<file path="config.mk">
export PLATFORM = sky130hd
export DESIGN_NAME = time_code_rx
export DESIGN_NICKNAME = d
export VERILOG_FILES = /design/src/rtl/time_code_rx.sv
export SDC_FILE = /design/constraint.sdc
export NUM_CORES = 1
export LEC_CHECK = 0
export BUFFER_PORTS_ARGS = -buffer_cell sky130_fd_sc_hd__buf_2
export CORE_MARGIN = 5
export CORE_UTILIZATION = 50
export CTS_BUF_LIST = sky130_fd_sc_hd__clkbuf_8
export CTS_CLUSTER_SIZE = 25
export DETAILED_ROUTE_END_ITERATION = 8
export PLACE_DENSITY = 0.75
export SYNTH_ARGS = -nofsm -noshare
export SYNTH_HDL_FRONTEND = slang
export SYNTH_SLANG_ARGS = --single-unit
</file>
<file path="constraint.sdc">
create_clock -name clk -period 2.81 [get_ports clk]
set_input_delay 0.7025 -clock clk [delete_from_list [all_inputs] [get_ports clk]]
set_output_delay 0.7025 -clock clk [all_outputs]
set_load 0.01 [all_outputs]
</file>
<file path="src/rtl/time_code_rx.sv">
// Pulse-width time-code receiver: synchronizes tc_in, classifies each high pulse
// into ZERO/ONE/MARK/BAD and assembles 32-bit MSB-first frames bounded by marks.
module time_code_rx #(
   parameter int unsigned CELL = 5000
) (
   input  logic        clk,
   input  logic        reset_n,
   input  logic        tc_in,
   output logic [31:0] time_word,
   output logic        time_valid,
   output logic        locked,
   output logic        err,
   output logic [7:0]  err_cnt
);

   localparam int unsigned CW = $clog2(2 * CELL + 1);

   localparam logic [CW-1:0] W_MAX   = CW'(2 * CELL);
   localparam logic [CW-1:0] T_ZERO  = CW'(CELL / 10);
   localparam logic [CW-1:0] T_ONE   = CW'((7 * CELL) / 20);
   localparam logic [CW-1:0] T_MARK  = CW'((13 * CELL) / 20);
   localparam logic [CW-1:0] T_BAD   = CW'((19 * CELL) / 20);
   localparam logic [CW-1:0] TO_LAST = CW'(2 * CELL - 1);

   typedef enum logic [1:0] {ST_HUNT, ST_DATA, ST_END} state_t;
   typedef enum logic [2:0] {SYM_NONE, SYM_ZERO, SYM_ONE, SYM_MARK, SYM_BAD} sym_t;

   state_t        state_q, state_d;
   sym_t          sym;
   logic          tc_s1, tc_s2, tc_s3;
   logic          rise, fall, timeout;
   logic [CW-1:0] w_q, to_q;
   logic [5:0]    bit_cnt_q, bit_cnt_d;
   logic [31:0]   shift_q, shift_d, word_d;
   logic          valid_d, err_d, locked_d;

   // NOTE: every clocked process uses non-blocking assignments so all registers
   // update together on the edge regardless of statement order.
   always_ff @(posedge clk or negedge reset_n) begin
      if (!reset_n) begin
         tc_s1 <= 1'b0;
         tc_s2 <= 1'b0;
         tc_s3 <= 1'b0;
      end else begin
         tc_s1 <= tc_in;
         tc_s2 <= tc_s1;
         tc_s3 <= tc_s2;
      end
   end

   assign rise = tc_s2 & ~tc_s3;
   assign fall = ~tc_s2 & tc_s3;

   // Width counts synchronized high cycles; timeout counts low cycles since the fall.
   always_ff @(posedge clk or negedge reset_n) begin
      if (!reset_n) begin
         w_q  <= '0;
         to_q <= '0;
      end else begin
         if (!tc_s2)
            w_q <= '0;
         else if (rise)
            w_q <= CW'(1);
         else if (w_q != W_MAX)
            w_q <= w_q + CW'(1);

         if (tc_s2)
            to_q <= '0;
         else if (to_q != W_MAX)
            to_q <= to_q + CW'(1);
      end
   end

   assign timeout = ~tc_s2 && (to_q == TO_LAST);

   always_comb begin
      sym = SYM_NONE;
      if (fall) begin
         if (w_q < T_ZERO)
            sym = SYM_NONE;
         else if (w_q < T_ONE)
            sym = SYM_ZERO;
         else if (w_q < T_MARK)
            sym = SYM_ONE;
         else if (w_q < T_BAD)
            sym = SYM_MARK;
         else
            sym = SYM_BAD;
      end
   end

   // NOTE: defaults first so every path assigns every output and no latch is inferred.
   always_comb begin
      state_d   = state_q;
      bit_cnt_d = bit_cnt_q;
      shift_d   = shift_q;
      word_d    = time_word;
      valid_d   = 1'b0;
      err_d     = 1'b0;
      locked_d  = locked;

      case (state_q)
         ST_HUNT: begin
            if (sym == SYM_MARK) begin
               state_d   = ST_DATA;
               bit_cnt_d = '0;
            end
         end
         ST_DATA: begin
            case (sym)
               SYM_ZERO, SYM_ONE: begin
                  shift_d   = {shift_q[30:0], sym == SYM_ONE};
                  bit_cnt_d = bit_cnt_q + 6'd1;
                  if (bit_cnt_q == 6'd31)
                     state_d = ST_END;
               end
               SYM_MARK: begin
                  err_d     = 1'b1;
                  bit_cnt_d = '0;
               end
               SYM_BAD: begin
                  err_d   = 1'b1;
                  state_d = ST_HUNT;
               end
               default: begin
                  if (timeout) begin
                     err_d   = 1'b1;
                     state_d = ST_HUNT;
                  end
               end
            endcase
         end
         ST_END: begin
            if (sym == SYM_MARK) begin
               word_d    = shift_q;
               valid_d   = 1'b1;
               locked_d  = 1'b1;
               bit_cnt_d = '0;
               state_d   = ST_DATA;
            end else if (sym != SYM_NONE || timeout) begin
               err_d   = 1'b1;
               state_d = ST_HUNT;
            end
         end
         default: state_d = ST_HUNT;
      endcase

      if (err_d)
         locked_d = 1'b0;
   end

   always_ff @(posedge clk or negedge reset_n) begin
      if (!reset_n) begin
         state_q    <= ST_HUNT;
         bit_cnt_q  <= '0;
         shift_q    <= '0;
         time_word  <= '0;
         time_valid <= 1'b0;
         locked     <= 1'b0;
         err        <= 1'b0;
         err_cnt    <= '0;
      end else begin
         state_q    <= state_d;
         bit_cnt_q  <= bit_cnt_d;
         shift_q    <= shift_d;
         time_word  <= word_d;
         time_valid <= valid_d;
         locked     <= locked_d;
         err        <= err_d;
         if (err_d && err_cnt != 8'hFF)
            err_cnt <= err_cnt + 8'd1;
      end
   end

endmodule

</file>
==> run metrics, run 1 <==
buffer count from post-CTS setup fixing 0; Hold Crit Class in -> async; Slew headroom 66.0%; CP Launch Type flip-flop; gpl congestion 0.897; gr usage total 16.0%; Finished Layout Cells 630; Final Cell Area 5900 sq um; share of layout cells above drive strength 1 33.0%; worst-path fanout max 7; CTS tree done; DRT Pass-1 Iters 4; synthesized cell area 5100 sq um; # diodes 0; M3 GR Usage 3.98%; routed len/inst 14.7 microns; PortBufs 45; # Max-Cap Violations 0; Synth Register Bits 114; chip width 111 microns; Worst EP required ~3.1 ns; vias in the first global route 3542; num rows 36; setup_tns 0 ns; # DRC 0; sequential fraction of the synthesis area 55.9%; DIE AREA between 10000 and 15000 sq um; antenna violations before repair 0; power per cell area 541 nW/um^2; GR Util met2 26.3%; dpl cells 598; fin worst setup slack 0.145 ns; H-tree levels 4; Slew @ Worst Pin 0.506 ns; area grow syn2layout 15.6%; Post-synth EDFFs 0; Synth Instances roughly 430; crit path time final about 2.7 ns; I/O pin cnt 46; CTS root buf clkbuf_8; Final setup viols 0; Yosys cell types 51; YS warnings 0; final worst path period share 94.9%; clk_lat worst skew 0.42 ns; RSZ-0062 raised after global routing false; TritonCTS Buffers 17; first-pass GRT wire length 16300 microns; Initial Util between 50% and 60%; fin util 59.8%; Core ar. slightly below 10000 sq um; GRT overflow 0; fmax 0.375 GHz; die height around 110 microns; dominant register cell in the synthesized netlist dfrtp_1; Net Count, Synth 439; largest net degree at the start of global routing 56; Clock Sinks 114; post-route ant nets 0; initial DRC count 204; Slew Viols, Final 0; Setup crit end kind flip-flop; Place WS 0.117 ns; clock buffer depth 2; vias 3400; nets@finish 497; Synth Area per Inst 12.0 sq um; Post-synth ARST share 100%; GR peak layer met2; area post-placement 5510 sq um; Reg clk slew, reported paths roughly 0.07 ns; hold buffers post-CTS 0; status complete, no violations; Fin. Hold Viols 0; Via-to-Cell Ratio 5.40; clock skew 0.00965 ns; kind of critical path reg -> reg; final wirelength 9270 microns; Peak VDD IR 0.364 mV; leak pwr 2.89 nW; cts repair resizes 0; data arrival time of the worst path approximately 3 ns; met1 Use GR 20.1%; DPL Wire Length 6190 microns
sequential cells by signal, summed over array words and instances (netlist names), 2 cells and up:
register   flops
state_q        2
to_q          14
w_q           14
shift_q       32
time_word     32
err_cnt        8
bit_cnt_q      6
kinds of logic after synthesis:
family / Yosys count / synth area share (%)
AOI/OAI and AO/OA: 39 / 5.81
xor gates and xnor gates: 27 / 4.63
adders and majority gates: 10 / 2.45
buffers and inverters: 28 / 2.70
DFF: 114 / 55.9
muxes: 67 / 14.8
and+or+nand+nor: 141 / 13.8
cell usage in the layout, fill, tap and decap left out, types with 3 or more instances in the layout:
cell type and n:
inv_6 7, nand2_1 29, and3_1 4, nand4_1 5, buf_4 7, clkbuf_8 17
nor3_1 5, inv_1 13, o21ai_0 6, buf_2 44, xnor2_1 15, mux2_2 65
dfrtp_1 114, buf_12 3, nor2_1 42, or3_1 3, xor2_1 12, nand3_1 26
or4_1 5, ha_1 10, clkinvlp_4 4, o211ai_1 6, a21oi_1 12
cell type report:
cell class | instances | area (sq um)
fillers | 766 | 3970
flip-flops and latches | 114 | 2850
multi-input cells | 284 | 2120
repair buffers | 54 | 333
clock buffers | 17 | 234
well taps | 133 | 166
clock inverters | 15 | 146
inverters | 13 | 48.8
power by group:
group	switching [W]	internal [W]
Clock	0.000750	0.000722
Sequential	0.0000109	0.00165
Combinational	0.0000441	0.0000155
Total	0.000805	0.00238
critical path, cell delays in order (launching register included):
cell and delay, ns:
dfrtp_1 0.45, or3b_1 0.43, a2111oi_2 0.30, nor2_1 0.18, or3_4 0.45, a32o_1 0.24
nor2_2 0.15, mux2_2 0.35
worst paths after layout:
check                         from  slack [ns]  cells past startpoint       endpoint
min                        reset_n        0.24                      1          tc_s1
min reg2reg                  tc_s1        0.35                      0          tc_s2
min in group clk             tc_s1        0.35                      0          tc_s2
max                         w_q[8]        0.14                      7     state_q[0]
max in group asynchronous  reset_n        1.90                      2  time_word[22]
max reg2reg                 w_q[8]        0.14                      7     state_q[0]
through the flow:
step | power (W) | hold WS, ns
floorplan | 0.00171 | 0.331
global placement | 0.00175 | 0.338
detailed placement | 0.00175 | 0.341
CTS | 0.00324 | 0.239
global route | 0.00333 | 0.259
finish | 0.00319 | 0.240
synth_stat cells, drive strengths merged (2+ instances only):
| cell | instances | share of area, % |
|---|---|---|
| buf | 6 | 1.1 |
| a21oi | 12 | 1.2 |
| nor3 | 5 | 0.49 |
| nand2 | 31 | 2.4 |
| a21o | 2 | 0.29 |
| or3b | 2 | 0.34 |
| or2 | 2 | 0.25 |
| nand4 | 5 | 0.61 |
| or3 | 4 | 0.49 |
| or4 | 6 | 0.96 |
| ha | 10 | 2.5 |
| o211ai | 6 | 0.88 |
| dfrtp | 114 | 56 |
| nand2b | 3 | 0.51 |
| inv | 13 | 0.96 |
| nor4 | 2 | 0.25 |
| mux2 | 66 | 15 |
| xnor2 | 15 | 2.6 |
| a41oi | 2 | 0.34 |
| nand3b | 2 | 0.29 |
| o21ai | 6 | 0.59 |
| clkbuf | 9 | 0.66 |
| nor2 | 43 | 3.2 |
| and3 | 5 | 0.64 |
| nand3 | 26 | 2.5 |
| xor2 | 12 | 2.1 |
routing by layer:
layer | wire, microns | vias up
met2 | 4630 | 78
met5 | 0 | -
met3 | 357 | 10
met1 | 4130 | 1698
met4 | 142 | 0
li1 | - | 1614
Note: power is estimated with default switching activity, not from simulation.
==> run 2: changes to the inputs <==
--- a/config.mk
+++ b/config.mk
@@ -12,6 +12,7 @@
 export CTS_CLUSTER_SIZE = 25
 export DETAILED_ROUTE_END_ITERATION = 8
 export PLACE_DENSITY = 0.75
+export RECOVER_POWER = 50
 export SYNTH_ARGS = -nofsm -noshare
 export SYNTH_HDL_FRONTEND = slang
 export SYNTH_SLANG_ARGS = --single-unit
==> run 2 against run 1 <==
  * The run now ends with capacitance limit, slew limit left
  * Sequential power barely moved
  * Core utilization fell by 0.15 points
  * Routed wire length fell by 0.55%
  * Final cell count did not move
  * First-iteration DRC count fell by 2.5%
  * Combinational power fell by 3.7%
  * Flip-flop and latch count did not move
  * Non-clock buffer count did not move
  * Worst hold slack improved by 0.11 ns
  * Clock skew barely moved
  * Die area did not move
  * Critical path type unchanged
  * Critical endpoint is now err_cnt[1]
==> run metrics, run 2 (same netlist as run 1, synthesis figures left out) <==
hold buffers post-CTS 0 (unchanged); vias in the first global route 3542 (unchanged); Via-to-Cell Ratio 5.39 (was 5.40); Reg power frac 52.1% (was 52.0%); Reg clk slew, reported paths 0.07 ns (about the same); Slew headroom -36.2% (was 66.0%); die height 111 microns (unchanged); Min Hold Slack 0.354 ns (was 0.240 ns); cells on worst reg2reg path 7 (unchanged); vias 3398 (was 3400); chip width 111 microns (unchanged); fmax 0.376 GHz (was 0.375 GHz); Fin. Hold Viols 0 (unchanged); critical path, cell by cell or3b_1 -> or4_4 -> o221ai_4 -> nor3_1 -> o22ai_4 -> nand2_2 -> mux2_1 (was or3b_1 -> a2111oi_2 -> nor2_1 -> or3_4 -> a32o_1 -> nor2_2 -> mux2_2); worst-path fanout max 10 (was 7); worst reg2reg path startpoint w_q[8] (unchanged); Pint 0.00238 W (about the same); GR peak layer met2 (unchanged); Worst R2R Setup Slack 0.15 ns (was 0.14 ns); setup_tns 0 ns (unchanged); Core ar. 9860 sq um (unchanged); Hold Path Stages 0; antenna violations before repair 0 (unchanged); biggest regs shift_q: 32 flops, time_word: 32 flops (unchanged); Slew Viols, Final 38 (was 0); gr usage total 16.0% (unchanged); clock skew 0.00918 ns (was 0.00965 ns); hold endpoint tc_s2; area grow syn2layout 15.3% (was 15.6%); # DRC 0 (unchanged); Finished Layout Cells 630 (unchanged); dpl cells 598 (unchanged); r2r endpoint err_cnt[1] (was state_q[0]); largest net degree at the start of global routing 56 (unchanged); # Max-Cap Violations 1 (was 0); nets@finish 497 (unchanged); commonest non-fill, non-tap cell in the layout dfrtp_1 (unchanged); gpl congestion 0.897 (unchanged); kind of critical path reg -> reg (unchanged); first-pass GRT wire length 16300 microns (unchanged); Largest stage delay, worst path 0.54 ns (was 0.45 ns); RSZ-0062 raised after global routing false (unchanged); leak pwr 2.88 nW (was 2.89 nW); failing checks capacitance limit, slew limit; PortBufs 45 (unchanged); final wirelength 9210 microns (was 9270 microns); final worst path period share 94.7% (was 94.9%); clock network fraction of total power 46.1% (about the same); status finished with violations (was complete, no violations); GR Util met2 26.3% (unchanged); DRT Pass-1 Iters 4 (unchanged); CP Launch Type flip-flop (unchanged); H-tree levels 4 (unchanged); combinational share of power 1.8% (was 1.9%); clk_lat worst skew 0.42 ns (about the same); CTS tree done (unchanged); GRT overflow 0 (unchanged); crit path time final 2.66 ns (was 2.67 ns); DPL Wire Length 6190 microns (unchanged); share of layout cells above drive strength 1 32.2% (was 33.0%); power per cell area 541 nW/um^2 (about the same); fill count 773 (was 766); data arrival time of the worst path 2.96 ns (was 2.97 ns); CTS root buf clkbuf_8 (unchanged); Peak VDD IR 0.364 mV (about the same); I/O pin cnt 46 (unchanged); met1 Use GR 20.1% (unchanged); TritonCTS Buffers 17 (unchanged); Slew @ Worst Pin 2.04 ns (was 0.506 ns); Hold Crit Class reg -> reg (was in -> async); DIE AREA 12300 sq um (unchanged); M3 GR Usage 3.98% (unchanged); Worst EP required 3.11 ns (was 3.12 ns); Clock Sinks 114 (unchanged); clock buffer depth 2 (unchanged); Hold Crit Start tc_s1; sw frac 25.2% (about the same); routed len/inst 14.6 microns (was 14.7 microns); Initial Util 51.7% (unchanged); CP max-delay cell or4_4 (was dfrtp_1); # diodes 0 (unchanged); num rows 36 (unchanged); Setup crit end kind flip-flop (unchanged); highest-count cells in the layout ignoring fill and taps dfrtp_1, mux2_2, buf_2 (unchanged); Final setup viols 0 (unchanged); post-route ant nets 0 (unchanged); Sw Pwr 0.000801 W (was 0.000805 W); initial DRC count 199 (was 204)
run 2: changes by cell type in the layout (fill, tap and decap cells not counted), sizes merged:
cell,delta
buf,-4
clkbuf,+4
run 2: per-stage QoR:
stage	area [sq um]	setup slack (ns)	utilization [%]	total power, W
4_1_cts	5890	0.106	59.8	0.00324
6_report	5880	0.148	59.7	0.00318
5_1_grt	5880	0.00846	59.7	0.00332
3_5_place_dp	5510	0.117	55.9	0.00175
2_1_floorplan	5100	0.240	-	0.00171
3_3_place_gp	5510	0.234	55.9	0.00175
run 2: final cells by class:
cell class,count,area (sq um),share of cell area (%)
multi-input combinational,284,2120,36.0
tap,133,166,2.83
inverter,13,48.8,0.829
timing repair buffer,54,318,5.40
clock inverter,15,146,2.49
sequential,114,2850,48.5
clock buffer,17,234,3.98
run 2: how the worst max path moves through the flow:
stage | startpoint | cells past startpoint | endpoint
6_report | w_q[8] | 7 | err_cnt[1]
5_1_grt | w_q[8] | 7 | err_cnt[1]
4_1_cts | w_q[8] | 7 | state_q[0]
3_5_place_dp | w_q[8] | 7 | state_q[0]
3_3_place_gp | w_q[8] | 7 | state_q[0]
2_1_floorplan | w_q[6] | 9 | state_q[0]
run 2: what timing repair did:
action	CTS	global route
endpoints found under the setup margin	0	1
buffers inserted	0	0
resized for setup	0	1
run 2: per-layer routing:
layer	routed length [microns]	vias up
met5	0	-
met4	150	0
met3	312	11
met2	4580	71
met1	4170	1701
li1	-	1615
run 2: critical path, delay by kind of cell (launching register included):
| family | cells | cell delay (ns) |
|---|---|---|
| AOI/OAI and AO/OA | 2 | 0.55 |
| muxes | 1 | 0.32 |
| DFF | 1 | 0.45 |
| and+or+nand+nor | 4 | 1.22 |
run 2: power by group through the flow:
stage	logic, W	clock network, W	registers, W
final	0.0000574	0.00147	0.00166
after global routing	0.0000698	0.00159	0.00166
after CTS	0.0000636	0.00152	0.00166
after detailed placement	0.0000629	0	0.00169
after global placement	0.0000613	0	0.00169
after floorplan	0.0000201	0	0.00169
==> run 3: changes to the inputs <==
--- a/config.mk
+++ b/config.mk
@@ -7,11 +7,11 @@
 export LEC_CHECK = 0
 export BUFFER_PORTS_ARGS = -buffer_cell sky130_fd_sc_hd__buf_2
 export CORE_MARGIN = 5
-export CORE_UTILIZATION = 50
+export CORE_UTILIZATION = 55
 export CTS_BUF_LIST = sky130_fd_sc_hd__clkbuf_8
 export CTS_CLUSTER_SIZE = 25
 export DETAILED_ROUTE_END_ITERATION = 8
-export PLACE_DENSITY = 0.75
+export PLACE_DENSITY = 0.81
 export RECOVER_POWER = 50
 export SYNTH_ARGS = -nofsm -noshare
 export SYNTH_HDL_FRONTEND = slang
==> constraint.sdc (replaced) <==
create_clock -name clk -period 2.8 [get_ports clk]
set_input_delay 0.7 -clock clk [delete_from_list [all_inputs] [get_ports clk]]
set_output_delay 0.7 -clock clk [all_outputs]
set_load 0.01 [all_outputs]
==> run 3 against run 2 <==
  * The run now ends clean
  * Sequential power barely moved
  * Flip-flop and latch count unchanged
  * Total power rose by 7.9%
  * Highest routed layer unchanged
==> run metrics, run 3 (same netlist as run 1, synthesis figures left out) <==
chip width 106 microns (was 111 microns); leak pwr 2.91 nW (was 2.88 nW); CP Launch Type flip-flop (unchanged); Clock Sinks 114 (unchanged); Pint 0.00271 W (was 0.00238 W); buffer count from post-CTS setup fixing 0 (unchanged); first-pass GRT wire length 16500 microns (was 16300 microns); Hold Crit Class reg -> reg (unchanged); H-tree levels 4 (unchanged); DIE AREA 11300 sq um (was 12300 sq um); CTS root buf clkbuf_8 (unchanged); fin util 64.8% (was 59.7%); cts repair resizes 0 (unchanged); I/O pin cnt 46 (unchanged); setup_tns 0 ns (unchanged); power per cell area 580 nW/um^2 (was 541 nW/um^2); die height 106 microns (was 111 microns); status complete, no violations (was finished with violations); Final Cell Area 5930 sq um (was 5880 sq um); Setup crit end kind flip-flop (unchanged); GRT overflow 0 (unchanged); post-route ant nets 0 (unchanged); worst-path fanout max 7 (was 10); vias in the first global route 3564 (was 3542); multi-input logic area 2110 sq um (was 2120 sq um); CTS tree done (unchanged); Via-to-Cell Ratio 5.63 (was 5.39); Final setup viols 0 (unchanged); Peak VDD IR 0.458 mV (was 0.364 mV); final wirelength 9400 microns (was 9210 microns); nets@finish 499 (was 497); highest-count cells in the layout ignoring fill and taps dfrtp_1, mux2_2, nor2_1 (was dfrtp_1, mux2_2, buf_2); Sw Pwr 0.000727 W (was 0.000801 W); Initial Util 55.8% (was 51.7%); Worst EP required 3.10 ns (was 3.11 ns); crit path time final 2.67 ns (was 2.66 ns); final worst path period share 95.5% (was 94.7%); data arrival time of the worst path 2.97 ns (was 2.96 ns); initial DRC count 121 (was 199); clock skew 0.00958 ns (was 0.00918 ns); TritonCTS Buffers 17 (unchanged); gr usage total 18.1% (was 16.0%); hold buffers post-CTS 0 (unchanged); Seq. cell area 2850 sq um (unchanged); fill count 673 (was 773); RSZ-0062 raised after global routing false (unchanged); # Max-Cap Violations 0 (was 1); area grow syn2layout 16.1% (was 15.3%); antenna violations before repair 0 (unchanged); routed len/inst 15.4 microns (was 14.6 microns); area post-placement 5500 sq um (was 5510 sq um); share of layout cells above drive strength 1 31.7% (was 32.2%); DRT Pass-1 Iters 4 (unchanged); Reg power frac 48.6% (was 52.1%); sw frac 21.2% (was 25.2%); clk_lat worst skew 0.42 ns (about the same); PortBufs 45 (unchanged); Reg clk slew, reported paths 0.07 ns (about the same); commonest non-fill, non-tap cell in the layout dfrtp_1 (unchanged); num rows 35 (was 36); Slew Viols, Final 0 (was 38); fmax 0.374 GHz (was 0.376 GHz); # diodes 0 (unchanged); combinational share of power 1.5% (was 1.8%); Min Hold Slack 0.359 ns (was 0.354 ns); largest net degree at the start of global routing 53 (was 56); clock network fraction of total power 49.9% (was 46.1%); kind of critical path reg -> reg (unchanged); vias 3436 (was 3398); gpl congestion 0.796 (was 0.897); post-route total power 0.00344 W (was 0.00318 W); # DRC 0 (unchanged); Slew @ Worst Pin 1.23 ns (was 2.04 ns); biggest regs shift_q: 32 flops, time_word: 32 flops (unchanged); Slew headroom 18.1% (was -36.2%); DPL Wire Length 6250 microns (was 6190 microns); Core ar. 9150 sq um (was 9860 sq um); clock buffer depth 2 (unchanged); Fin. Hold Viols 0 (unchanged)
[run 3: final timing paths]
| kind | startpoint | endpoint | slack, ns | depth (start not counted) |
|---|---|---|---|---|
| worst max-delay path | w_q[7] | state_q[0] | 0.13 | 7 |
| worst min-delay path | tc_s1 | tc_s2 | 0.36 | 0 |
| worst max register to register | w_q[7] | state_q[0] | 0.13 | 7 |
| worst min register to register | tc_s1 | tc_s2 | 0.36 | 0 |
| max in group asynchronous | reset_n | shift_q[22] | 0.59 | 2 |
| min in group asynchronous | reset_n | w_q[7] | 0.45 | 1 |
[run 3: worst max-delay path, cell delays in order (launching register included)]
cell	delay (ns)
dfrtp_1	0.48
or3b_1	0.42
a2111oi_2	0.30
nor2_1	0.17
or3_1	0.48
a32o_1	0.25
nor2_2	0.12
mux2_2	0.34
[run 3: power by group through the flow]
stage | Combinational [W] | Clock, W | Sequential (W)
3_5_place_dp | 0.0000600 | 0 | 0.00170
6_report | 0.0000526 | 0.00171 | 0.00167
2_1_floorplan | 0.0000202 | 0 | 0.00169
4_1_cts | 0.0000603 | 0.00175 | 0.00167
5_1_grt | 0.0000635 | 0.00183 | 0.00167
3_3_place_gp | 0.0000575 | 0 | 0.00170
[run 3: routing by layer]
| metal | part of all wire [%] | track usage [%] | vias to the layer above |
|---|---|---|---|
| met2 | 53 | 31.3 | 59 |
| li1 | - | - | 1624 |
| met5 | 0 | 0 | - |
| met4 | 2.0 | 8.70 | 0 |
| met3 | 2.9 | 4.01 | 16 |
| met1 | 42 | 21.4 | 1737 |
[run 3: per-stage QoR]
step,cells,setup WS [ns]
6_report,610,0.126
5_1_grt,610,0.00355
4_1_cts,610,0.144
3_5_place_dp,578,0.173
3_3_place_gp,578,0.230
2_1_floorplan,426,0.230
[run 3: final cells by class]
type,count,share of cell area [%]
repair buffers,56,5.36
inverters,13,0.823
clock buffers,20,4.64
multi-input cells,284,35.7
well taps,111,2.34
clock inverters,12,3.04
flip-flops and latches,114,48.1
